==> config.mk <==
export PLATFORM = sky130hd
export DESIGN_NAME = rc4_prga
export DESIGN_NICKNAME = d
export VERILOG_FILES = /design/src/rtl/rc4_pkg.sv /design/src/rtl/rc4_ascii_check.sv /design/src/rtl/rc4_prga.sv
export SDC_FILE = /design/constraint.sdc
export NUM_CORES = 1
export LEC_CHECK = 0
export ABC_AREA = 1
export BUFFER_PORTS_ARGS = -buffer_cell sky130_fd_sc_hd__buf_2
export CELL_PAD_IN_SITES_DETAIL_PLACEMENT = 1
export CELL_PAD_IN_SITES_GLOBAL_PLACEMENT = 1
export CORE_AREA = 2 2 109 111
export DETAILED_ROUTE_END_ITERATION = 12
export DIE_AREA = 0 0 111 113
export GPL_TIMING_DRIVEN = 0
export HOLD_SLACK_MARGIN = 0.02
export PLACE_DENSITY = 0.89
export SETUP_SLACK_MARGIN = 0.1
export SYNTH_ARGS = -nofsm -noshare
export SYNTH_HDL_FRONTEND = slang
export SYNTH_SLANG_ARGS = --single-unit
==> constraint.sdc <==
create_clock -name clk -period 2.1 [get_ports clk]
set_input_delay 0 -clock clk [delete_from_list [all_inputs] [get_ports clk]]
set_output_delay 0 -clock clk [all_outputs]
set_load 0.05 [all_outputs]
==> src/rtl/rc4_pkg.sv <==
// Shared types and constants for the RC4 keystream (PRGA) stage.
package rc4_pkg;

  localparam int S_SIZE      = 256;
  localparam int IDX_W       = $clog2(S_SIZE);
  localparam int MSG_LEN_DEF = 32;

  localparam logic [7:0] ASCII_LO    = 8'h61;
  localparam logic [7:0] ASCII_HI    = 8'h7A;
  localparam logic [7:0] ASCII_SPACE = 8'h20;

  typedef enum logic [3:0] {
    ST_IDLE,
    ST_RD_I,
    ST_WT_I,
    ST_RD_J,
    ST_WT_J,
    ST_WR_I,
    ST_WR_J,
    ST_RD_F,
    ST_WT_F,
    ST_WR_D,
    ST_DONE
  } rc4_state_e;

endpackage

==> src/rtl/rc4_ascii_check.sv <==
// Combinational plaintext filter: accepts lowercase letters and space only.
module rc4_ascii_check
  import rc4_pkg::*;
(
  input  logic [7:0] data_i,
  output logic       ok_o
);

  assign ok_o = ((data_i >= ASCII_LO) && (data_i <= ASCII_HI)) || (data_i == ASCII_SPACE);

endmodule

==> src/rtl/rc4_prga.sv <==
// RC4 PRGA: walks the scheduled S RAM, XORs keystream with the encrypted ROM
// into the decrypted RAM. RC4_PRGA_ASCII_CHECK_EN enables the plaintext filter.
module rc4_prga
  import rc4_pkg::*;
#(
  parameter int MSG_LEN = MSG_LEN_DEF
) (
  input  logic       clk,
  input  logic       reset_n,
  input  logic       start,
  output logic       done,
  output logic [7:0] s_addr,
  output logic [7:0] s_wdata,
  output logic       s_wren,
  input  logic [7:0] s_rdata,
  output logic [7:0] enc_addr,
  input  logic [7:0] enc_rdata,
  output logic [7:0] dec_addr,
  output logic [7:0] dec_wdata,
  output logic       dec_wren,
  output logic       fail
);

  localparam logic [IDX_W-1:0] LAST_K = IDX_W'(MSG_LEN - 1);

  rc4_state_e       state_q;
  logic [IDX_W-1:0] i_q, j_q, k_q;
  logic [7:0]       si_q, sj_q;
  logic             hold_q;
  logic [7:0]       s_addr_q, s_wdata_q, enc_addr_q, dec_addr_q, dec_wdata_q;
  logic             s_wren_q, dec_wren_q, done_q;
  logic [7:0]       plain_d;
  logic [IDX_W-1:0] j_d;

  assign plain_d = s_rdata ^ enc_rdata;
  assign j_d     = j_q + s_rdata;

`ifdef RC4_PRGA_ASCII_CHECK_EN
  logic plain_ok;
  logic bad_q;
  logic fail_q;

  rc4_ascii_check u_ascii_check (
    .data_i (plain_d),
    .ok_o   (plain_ok)
  );

  assign fail = fail_q;
`else
  assign fail = 1'b0;
`endif

  always_ff @(posedge clk or negedge reset_n) begin
    if (!reset_n) begin
      state_q     <= ST_IDLE;
      i_q         <= '0;
      j_q         <= '0;
      k_q         <= '0;
      si_q        <= '0;
      sj_q        <= '0;
      hold_q      <= 1'b0;
      s_addr_q    <= '0;
      s_wdata_q   <= '0;
      s_wren_q    <= 1'b0;
      enc_addr_q  <= '0;
      dec_addr_q  <= '0;
      dec_wdata_q <= '0;
      dec_wren_q  <= 1'b0;
      done_q      <= 1'b0;
`ifdef RC4_PRGA_ASCII_CHECK_EN
      bad_q       <= 1'b0;
      fail_q      <= 1'b0;
`endif
    end else begin
      case (state_q)
        ST_IDLE, ST_DONE: begin
          if (start) begin
            i_q      <= IDX_W'(1);
            j_q      <= '0;
            k_q      <= '0;
            s_addr_q <= 8'd1;
            done_q   <= 1'b0;
`ifdef RC4_PRGA_ASCII_CHECK_EN
            fail_q   <= 1'b0;
`endif
            state_q  <= ST_RD_I;
          end
        end
        ST_RD_I: state_q <= ST_WT_I;
        ST_WT_I: begin
          si_q     <= s_rdata;
          j_q      <= j_d;
          s_addr_q <= j_d;
          state_q  <= ST_RD_J;
        end
        ST_RD_J: state_q <= ST_WT_J;
        ST_WT_J: begin
          sj_q      <= s_rdata;
          s_addr_q  <= i_q;
          s_wdata_q <= s_rdata;
          s_wren_q  <= 1'b1;
          state_q   <= ST_WR_I;
        end
        ST_WR_I: begin
          s_addr_q  <= j_q;
          s_wdata_q <= si_q;
          state_q   <= ST_WR_J;
        end
        ST_WR_J: begin
          // Post-swap S[i]+S[j] equals the pre-swap sum, so the captured pair serves.
          s_wren_q   <= 1'b0;
          s_addr_q   <= si_q + sj_q;
          enc_addr_q <= k_q;
          state_q    <= ST_RD_F;
        end
        ST_RD_F: state_q <= ST_WT_F;
        ST_WT_F: begin
          dec_addr_q  <= k_q;
          dec_wdata_q <= plain_d;
          hold_q      <= 1'b0;
`ifdef RC4_PRGA_ASCII_CHECK_EN
          bad_q       <= ~plain_ok;
          dec_wren_q  <= plain_ok;
`else
          dec_wren_q  <= 1'b1;
`endif
          state_q     <= ST_WR_D;
        end
        ST_WR_D: begin
          // Second WR_D cycle is write-free and completes the ten-cycle byte slot.
          dec_wren_q <= 1'b0;
          hold_q     <= 1'b1;
          if (hold_q) begin
            if (k_q == LAST_K) begin
              done_q  <= 1'b1;
              state_q <= ST_DONE;
            end else begin
              k_q      <= k_q + IDX_W'(1);
              i_q      <= i_q + IDX_W'(1);
              s_addr_q <= i_q + IDX_W'(1);
              state_q  <= ST_RD_I;
            end
          end
`ifdef RC4_PRGA_ASCII_CHECK_EN
          if (bad_q) begin
            fail_q  <= 1'b1;
            done_q  <= 1'b1;
            state_q <= ST_DONE;
          end
`endif
        end
        default: state_q <= ST_IDLE;
      endcase
    end
  end

  assign done      = done_q;
  assign s_addr    = s_addr_q;
  assign s_wdata   = s_wdata_q;
  assign s_wren    = s_wren_q;
  assign enc_addr  = enc_addr_q;
  assign dec_addr  = dec_addr_q;
  assign dec_wdata = dec_wdata_q;
  assign dec_wren  = dec_wren_q;

endmodule
==> metrics, run 1 <==
CP Max Fanout=4; Clock Tree Buf Depth=2; Die Y=113 um; pre-CTS setup slack=0.139 ns; slew margin rel.=63.3%; TNS Setup=0 ns; Cells after DPL=813; CTS H-tree depth=3; clk root buf=clkbuf_16; Mapped Area=4750 um^2; CORE AREA=11,300 um^2; vias in the first global route=4,807; first-pass GRT wire length=24,200 um; Clock Skews=0.00801 ns; Rows=39; largest net degree at the start of global routing=50; nature of the critical path endpoint=register; Worst VDD drop=0.000746 V; Initial Utilization=42.2%; Setup Buffers After CTS=0; Ports=63; worst hold margin=0.0875 ns; post-synthesis register bit count=88; n_diodes=0; cells after synthesis=608; wire length per cell=17.1 um; DRT antenna net count=0; Skew-Pair Late Insertion Delay=0.35 ns; CP Class=reg2reg; die width=111 um; Unique masters post-synth=38; outcome=finished, final reports clean; Buffers on Ports=61; Worst Tran Pin Value=0.550 ns; max cap viols=0; Num CTS Buffers=9; Worst EP required=2.34 ns; drc violations=0; die area=12,500 um^2; area grow syn2layout=19.9%; clock slew at reported path FFs=0.06 ns; initial antenna violation count=0; CP arrival=2.12 ns; min cycle time layout=1.88 ns; GR Util All Layers=24.4%; routed wire length=14,400 um; TritonRoute pass-1 iters=4; Final Hold Vio Count=0; post-route insts no fill=844; Final Max Tran Viols=0; vias per cell=5.28; via count=4,456; post-layout util=50.6%; final worst slack=0.218 ns; Leakage=0.00295 uW; 1st-iter DRT viols=188; Yosys Warn Count=0; R2R Path Start=si_q[0]; GP Congestion=0.859; Worst Hold Class=in2reg; HP Start=enc_rdata[5]; CTS tree=done; final layout net count=733; RSZ-0062 raised after global routing=no; fraction of layout cells with a size suffix above 1=17.1%; HPWL Detailed=10,600 um; TritonCTS Sinks=88; Max Fclk=0.531 GHz; syn avg cell area=7.82 um^2; grt ovf=0; Cell Pwr Density=1620 nW/um^2; most common cell after layout, fill and taps aside=nand2_1; commonest non-fill, non-tap cells in the layout=225 x nand2_1, 88 x dfrtp_1, 64 x buf_2; post-synthesis sequential area ratio=46.3%; Worst Setup SP=si_q[0]; startpoint types=register; period utilization=89.6%; post-synthesis net count=645; final setup fails=0
-- kinds of logic after synthesis --
family	count (synthesis)	share of synthesized area, %
AND/OR/NAND/NOR	330	30.2
flip-flops	88	46.3
AO/OA/AOI/OAI	80	8.85
buffers and inverters	77	6.92
adder cells (fa/ha/maj)	18	5.06
XOR/XNOR	14	2.58
other	1	0.0789
-- where the power goes --
part | switching (uW) | leakage (uW) | internal [uW]
Sequential | 440 | 0.00113 | 2310
Clock | 686 | 0.000132 | 796
Combinational | 3560 | 0.00168 | 1410
Total | 4690 | 0.00295 | 4520
-- per-layer routing --
layer  part of all wire (%)  GRT usage, %
met1                     42          29.7
met4                    2.5          9.58
met5                      0             0
met2                     51          44.3
met3                    4.1          3.11
-- through the flow --
stage | cell area [um^2] | total power, uW
global route | 5700 | 9930
global placement | 5240 | 7410
detailed placement | 5270 | 7670
finish | 5700 | 9210
CTS | 5680 | 9220
floorplan | 4750 | 6290
-- worst max-delay path, stage by stage, from the launching register on --
cell     delay [ns]
dfrtp_1        0.42
ha_1           0.24
fa_1           0.42
or2_2          0.32
nand3_1        0.11
nand4_1        0.13
nand2_1        0.08
nand2_1        0.05
-- path summary, 6_finish.rpt --
kind	endpoint	slack, ns	depth (start not counted)
hold reg to reg	s_addr[2]	0.47	2
max in group asynchronous	i_q[5]	1.30	3
setup reg to reg	s_addr[2]	0.22	7
hold / removal	dec_wdata[5]	0.09	3
setup / recovery	s_addr[2]	0.22	7
min in group asynchronous	dec_wdata[2]	0.17	2
-- area by class of cell --
type	instances	area [um^2]
Buffer	13	83.8
Clock buffer	10	229
Clock inverter	6	36.3
Fill cell	1429	5570
Inverter	64	249
Multi-Input combinational cell	443	2230
Sequential cell	88	2200
Tap cell	143	179
Timing Repair Buffer	77	485
-- synthesized netlist by cell type, drive strengths merged --
master	count	share of area [%]
nor3b	2	0.32
nand3b	2	0.32
clkbuf	4	0.32
a21oi	15	1.6
inv	62	4.9
nand2	232	19
nand4	6	0.92
or2	2	0.26
dfrtp	88	46
clkinv	2	0.26
nor3	8	0.84
ha	16	4.2
xnor2	9	1.7
o21ai	57	6.0
o211ai	1	0.16
a22oi	1	0.16
fa	2	0.84
nand3	42	4.8
buf	9	1.4
conb	1	0.079
o21bai	1	0.16
xor2	5	0.92
nor2	36	3.8
o22ai	5	0.79
-- what timing repair did --
item                       CTS  global route
hold endpoints to repair    66             0
setup endpoints to repair    0             4
hold buffers                15             0
gates resized for setup      0             6
-- flip-flops by register name (all words and copies together) (netlist names) --
register,count
dec_addr,8
dec_wdata,8
dec_wren,1
done,1
enc_addr,8
hold_q,1
i_q,8
j_q,8
k_q,8
s_addr,8
s_wdata,8
s_wren,1
si_q,8
sj_q,8
state_q,4
No activity file was read; power rests on OpenSTA's default activity.
==> run 2, diff against run 1 <==
CORE_AREA = 2 2 107 109   (was 2 2 109 111)
CTS_BUF_LIST = sky130_fd_sc_hd__clkbuf_4   (was unset)
DIE_AREA = 0 0 109 111   (was 0 0 111 113)
PLACE_DENSITY = 0.91   (was 0.89)
==> run 2 against run 1 <==
Final cell count up 0.95%. Sequential cell count is the same. Clock power fell by 30%. Design area shrank 0.88%. Sequential power about the same. Routed wire length rose by 4.2%. Die area fell by 3.5%. Via count is 0.25% higher. Clock skew up 0.038 ns.
==> metrics, run 2 (synthesis gave the netlist of run 1 again) <==
outcome=finished, final reports clean; drc violations=0; GR Util All Layers=26.7%; wire length per cell=17.6 um; max incr delay on CP=0.47 ns; clock slew at reported path FFs=0.18 ns; Worst EP required=2.47 ns; final layout net count=741; family with the most delay on the worst path=simple AND/OR/NAND/NOR gates; final worst slack=0.179 ns; CP Class=reg2reg; fraction of layout cells with a size suffix above 1=17.5%; routed wire length=15,000 um; post-route insts no fill=852; vias in the first global route=4,943; die area=12,100 um^2; TNS Setup=0 ns; CP Max Fanout=4; Die Y=111 um; CP arrival=2.29 ns; most common cell after layout, fill and taps aside=nand2_1; Ports=63; max cap viols=0; DRT antenna net count=0; initial antenna violation count=0; via count=4,467; Leakage=0.00293 uW; most used cell, CP=nand2_1; Clock Skews=0.0458 ns; Worst Hold Class=in2reg; Critical-path top delay cell=dfrtp_1; final setup fails=0; CTS H-tree depth=3; GP Congestion=0.878; CORE AREA=11,100 um^2; TritonCTS Sinks=88; worst hold margin=0.0517 ns; commonest non-fill, non-tap cells in the layout=225 x nand2_1, 88 x dfrtp_1, 64 x buf_2; Skew-Pair Late Insertion Delay=0.50 ns; Buffers on Ports=61; TritonRoute pass-1 iters=5; HPWL Detailed=10,700 um; Initial Utilization=42.9%; RSZ-0062 raised after global routing=yes; die width=109 um; crit path cell chain=ha_1 -> fa_2 -> or2_2 -> nand3_1 -> nand4_1 -> nand2_1 -> nand2_1; fillers=1,396; post-layout util=51.0%; grt ovf=0; Num CTS Buffers=9; Cells after DPL=813; Worst VDD drop=0.000718 V; CTS tree=done; Final Hold Vio Count=0; period utilization=91.5%; first-pass GRT wire length=24,700 um; Buf/Inv on CP=0; n_diodes=0; nature of the critical path endpoint=register; min cycle time layout=1.92 ns; pre-CTS setup slack=0.148 ns; Cell Pwr Density=1570 nW/um^2; largest net degree at the start of global routing=56; area grow syn2layout=18.9%; startpoint types=register; Clock Tree Buf Depth=2; 1st-iter DRT viols=201; Rows=39; clk root buf=clkbuf_4; Max Fclk=0.520 GHz; Final Max Tran Viols=0; vias per cell=5.24
[run 2: metal layers]
metal	wire length, um	GRT usage, %	part of all wire (%)
met3	547	3.88	3.6
met4	471	12.1	3.1
met1	6180	31.5	41
met5	0	0	0
met2	7820	47.2	52
[run 2: worst paths after layout]
path | start | to | slack [ns] | depth (start not counted)
min in group asynchronous | reset_n | dec_addr[6] | 0.50 | 3
worst min-delay path | start | j_q[2] | 0.05 | 4
worst max register to register | sj_q[0] | s_addr[2] | 0.18 | 7
worst min register to register | s_addr[4] | s_addr[4] | 0.50 | 2
worst max-delay path | sj_q[0] | s_addr[2] | 0.18 | 7
max in group asynchronous | reset_n | dec_addr[5] | 0.65 | 4
[run 2: worst min-delay path, cell delays in order]
cell and delay [ns]:
buf_2 0.09, inv_1 0.11, o21ai_2 0.14, o21bai_1 0.15
[run 2: cell type report]
cell class	count	area, um^2	area share, %
Sequential cell	88	2200	39.0
Clock inverter	6	68.8	1.22
Tap cell	143	179	3.17
Inverter	64	249	4.41
Buffer	13	83.8	1.48
Multi-Input combinational cell	443	2230	39.5
Timing Repair Buffer	85	558	9.88
Clock buffer	10	75.1	1.33
[run 2: metrics by stage]
| stage | power, uW | cell area [um^2] |
|---|---|---|
| after floorplan | 6290 | 4750 |
| after global placement | 7370 | 5240 |
| after detailed placement | 7660 | 5270 |
| after CTS | 8740 | 5610 |
| after global routing | 9560 | 5650 |
| final | 8860 | 5650 |
[run 2: repair_timing]
action	CTS	global route
buffers inserted	0	3
hold buffers	20	0
setup endpoints to repair	0	5
resized for setup	0	6
endpoints found under the hold margin	120	0
[run 2: where the power goes]
| part | switching, uW | internal [uW] | total (uW) |
|---|---|---|---|
| registers | 454 | 2300 | 2750 |
| logic | 3620 | 1450 | 5070 |
| clock network | 658 | 382 | 1040 |
==> run 3, diff against run 2 <==
ABC_AREA = unset   (was 1)
BUFFER_PORTS_ARGS = unset   (was -buffer_cell sky130_fd_sc_hd__buf_2)
DONT_BUFFER_PORTS = 1   (was unset)
PLACE_DENSITY = 0.82   (was 0.91)
clock period = 2.2 ns   (was 2.1 ns; I/O delays follow)
==> run 3 against run 2 <==
The run now ends with negative setup slack left. Via count shrank 11%. Worst hold slack improved by 0.028 ns. Critical path depth is the same. Global-route usage is 3.2 points lower. Final cell count decreased by 22%. Synthesized cell count is 21% lower. Design area down 2.0%. Register-to-register slack lost 0.27 ns. Routed wire length decreased by 4.0%. Count of clock-buffer cells in the layout is the same. Utilization is 1.0 points lower. Critical path type unchanged. Critical endpoint is now s_addr[7]. Largest power group is now registers. Highest routed layer unchanged.
==> metrics, run 3 <==
Buf/Inv on CP=0; final layout net count=558; Worst VDD drop=0.000519 V; RSZ-0062 raised after global routing=yes; largest net degree at the start of global routing=89; Max Fclk=0.436 GHz; Unique masters post-synth=67; Worst Hold Class=in2reg; FFs w/ async S/R, synth=100%; Mapped Area=4780 um^2; ys flop type=dfrtp_1; number of synthesized flops with an enable pin=0; post-route cell area=5540 um^2; largest cells by area after synthesis=dfrtp_1 46%, nand2_1 5.6%, ha_1 4.2%; Skew-Pair Late Insertion Delay=0.43 ns; largest area contributor in the netlist=dfrtp_1; share of the synthesized area in the top cell type=46.0%; most frequent cell after synthesis=dfrtp_1; area grow syn2layout=15.7%; TritonCTS Sinks=88; drc violations=0; failing checks=negative setup slack; Rows=39; final setup fails=3; die area=12,100 um^2; R2R Path End=s_addr[7]; DP Area=4960 um^2; max incr delay on CP=0.42 ns; Clock Tree Buf Depth=2; max cap viols=0; post-synthesis register bit count=88; period utilization=104%; final worst slack=-0.0949 ns; hold path cells=4; nature of the critical path endpoint=register; Critical-path top delay cell=dfrtp_1; Clock Skews=0.00811 ns; Final Max Tran Viols=0; clock slew at reported path FFs=0.14 ns; Cell Pwr Density=698 nW/um^2; initial antenna violation count=0; syn avg cell area=9.99 um^2; GP Congestion=0.907; TritonRoute pass-1 iters=4; fillers=1,222; first-pass GRT wire length=22,200 um; die width=109 um; GR Util All Layers=23.6%; Worst Tran Pin Value=0.614 ns; HPWL Detailed=9460 um; Leakage=0.00243 uW; commonest non-fill, non-tap cells in the layout=85 x dfrtp_1, 70 x nand2_1, 40 x nor2_1; routed wire length=14,400 um; Worst Setup SP=sj_q[1]; Ports=63; outcome=finished with violations; fraction of layout cells with a size suffix above 1=21.3%; Worst EP required=2.52 ns; R2R depth=7; DRT antenna net count=0; post-layout util=50.0%; CP Max Fanout=3; crit path cell chain=ha_1 -> a211o_1 -> a211oi_4 -> o311ai_2 -> xnor2_1 -> o21ai_1 -> a221o_1; Buffers on Ports=0; cells after synthesis=479; post-synthesis net count=516; min cycle time layout=2.29 ns; 1st-iter DRT viols=219; CTS tree=done; n_diodes=0; R2R setup slack=-0.09 ns; R2R Path Start=sj_q[1]; most frequent cells after synthesis=88 x dfrtp_1, 71 x nand2_1, 41 x nor2_1; Yosys Warn Count=0; CP arrival=2.61 ns; Num CTS Buffers=9; vias in the first global route=4,322; Final Hold Vio Count=0; startpoint types=register; family with the most delay on the worst path=compound AO/OA/AOI/OAI gates; Initial Utilization=43.2%; CORE AREA=11,100 um^2; slew margin rel.=58.8%; clk root buf=clkbuf_4; grt ovf=0; HP Start=s_rdata[6]; post-synthesis sequential area ratio=46.0%; via count=3,967; hold path endpoint=j_q[6]; Die Y=111 um; CTS H-tree depth=3; wire length per cell=21.6 um; most common cell after layout, fill and taps aside=dfrtp_1; vias per cell=5.94; TNS Setup=-0.213 ns; CP Class=reg2reg
[run 3: changes by cell type in the layout (fill, tap and decap cells not counted), sizes merged, moves of 8 or more]
cell    delta
nand3     -33
o21ai     -26
a21oi     +13
buf       -42
mux2i      +8
mux2      +19
nand2    -160
nor2       +9
inv       -56
a211oi    +12
a21o      +13
[run 3: cell families after synthesis]
| kind of cell | share of synthesized area [%] |
|---|---|
| AOI/OAI and AO/OA | 16.6 |
| xor gates and xnor gates | 4.76 |
| adders and majority gates | 5.02 |
| buffers and inverters | 3.53 |
| DFF | 46.0 |
| muxes | 6.15 |
| other | 0.0784 |
| and+or+nand+nor | 17.9 |
[run 3: repair_timing]
| action | in CTS | in global routing |
|---|---|---|
| endpoints found under the hold margin | 131 | 0 |
| hold buffers | 19 | 0 |
| gates resized for setup | 12 | 25 |
| pin swaps | 13 | 14 |
| buffers inserted | 6 | 6 |
| setup endpoints to repair | 5 | 42 |
[run 3: final cells by class]
cell class                 count  area, um^2  area share, %
sequential                    88        2210           39.9
multi-input combinational    361        2550           46.0
buffer                        23         145           2.62
inverter                       7        26.3          0.475
tap                          143         179           3.23
clock buffer                  10        75.1           1.36
clock inverter                 5        58.8           1.06
timing repair buffer          31         298           5.38
[run 3: per-stage QoR]
stage                     power, uW  hold WS [ns]  std cells  setup slack (ns)
after global placement         2650        -0.293        622            -0.129
after global routing           4050        0.0545        668            -0.201
after floorplan                2550        -0.296        479             0.141
final                          3860        0.0800        668           -0.0949
after CTS                      3760        0.0561        662           -0.0786
after detailed placement       2710        -0.294        622            -0.157
[run 3: worst min-delay path, cell delays in order]
cell,delay [ns]
ha_1,0.14
xor2_1,0.08
nor2_2,0.16
a21o_1,0.11
[run 3: power by group]
group	switching (uW)	internal (uW)
clock network	565	354
registers	295	1750
logic	484	416
[run 3: worst max path at each step]
stage / depth (start not counted) / to / slack [ns]
after CTS: 7 / s_addr[7] / -0.08
after global routing: 7 / s_addr[7] / -0.20
final: 7 / s_addr[7] / -0.09
after detailed placement: 7 / s_addr[6] / -0.16
after global placement: 7 / s_addr[6] / -0.13
after floorplan: 7 / s_addr[4] / 0.14
[run 3: per-layer routing]
layer	share of wire, %	routed length (um)	track usage [%]
met1	39	5600	29.6
met2	53	7570	40.2
met3	6.3	901	5.17
met4	2.4	342	6.92
met5	0	0	0
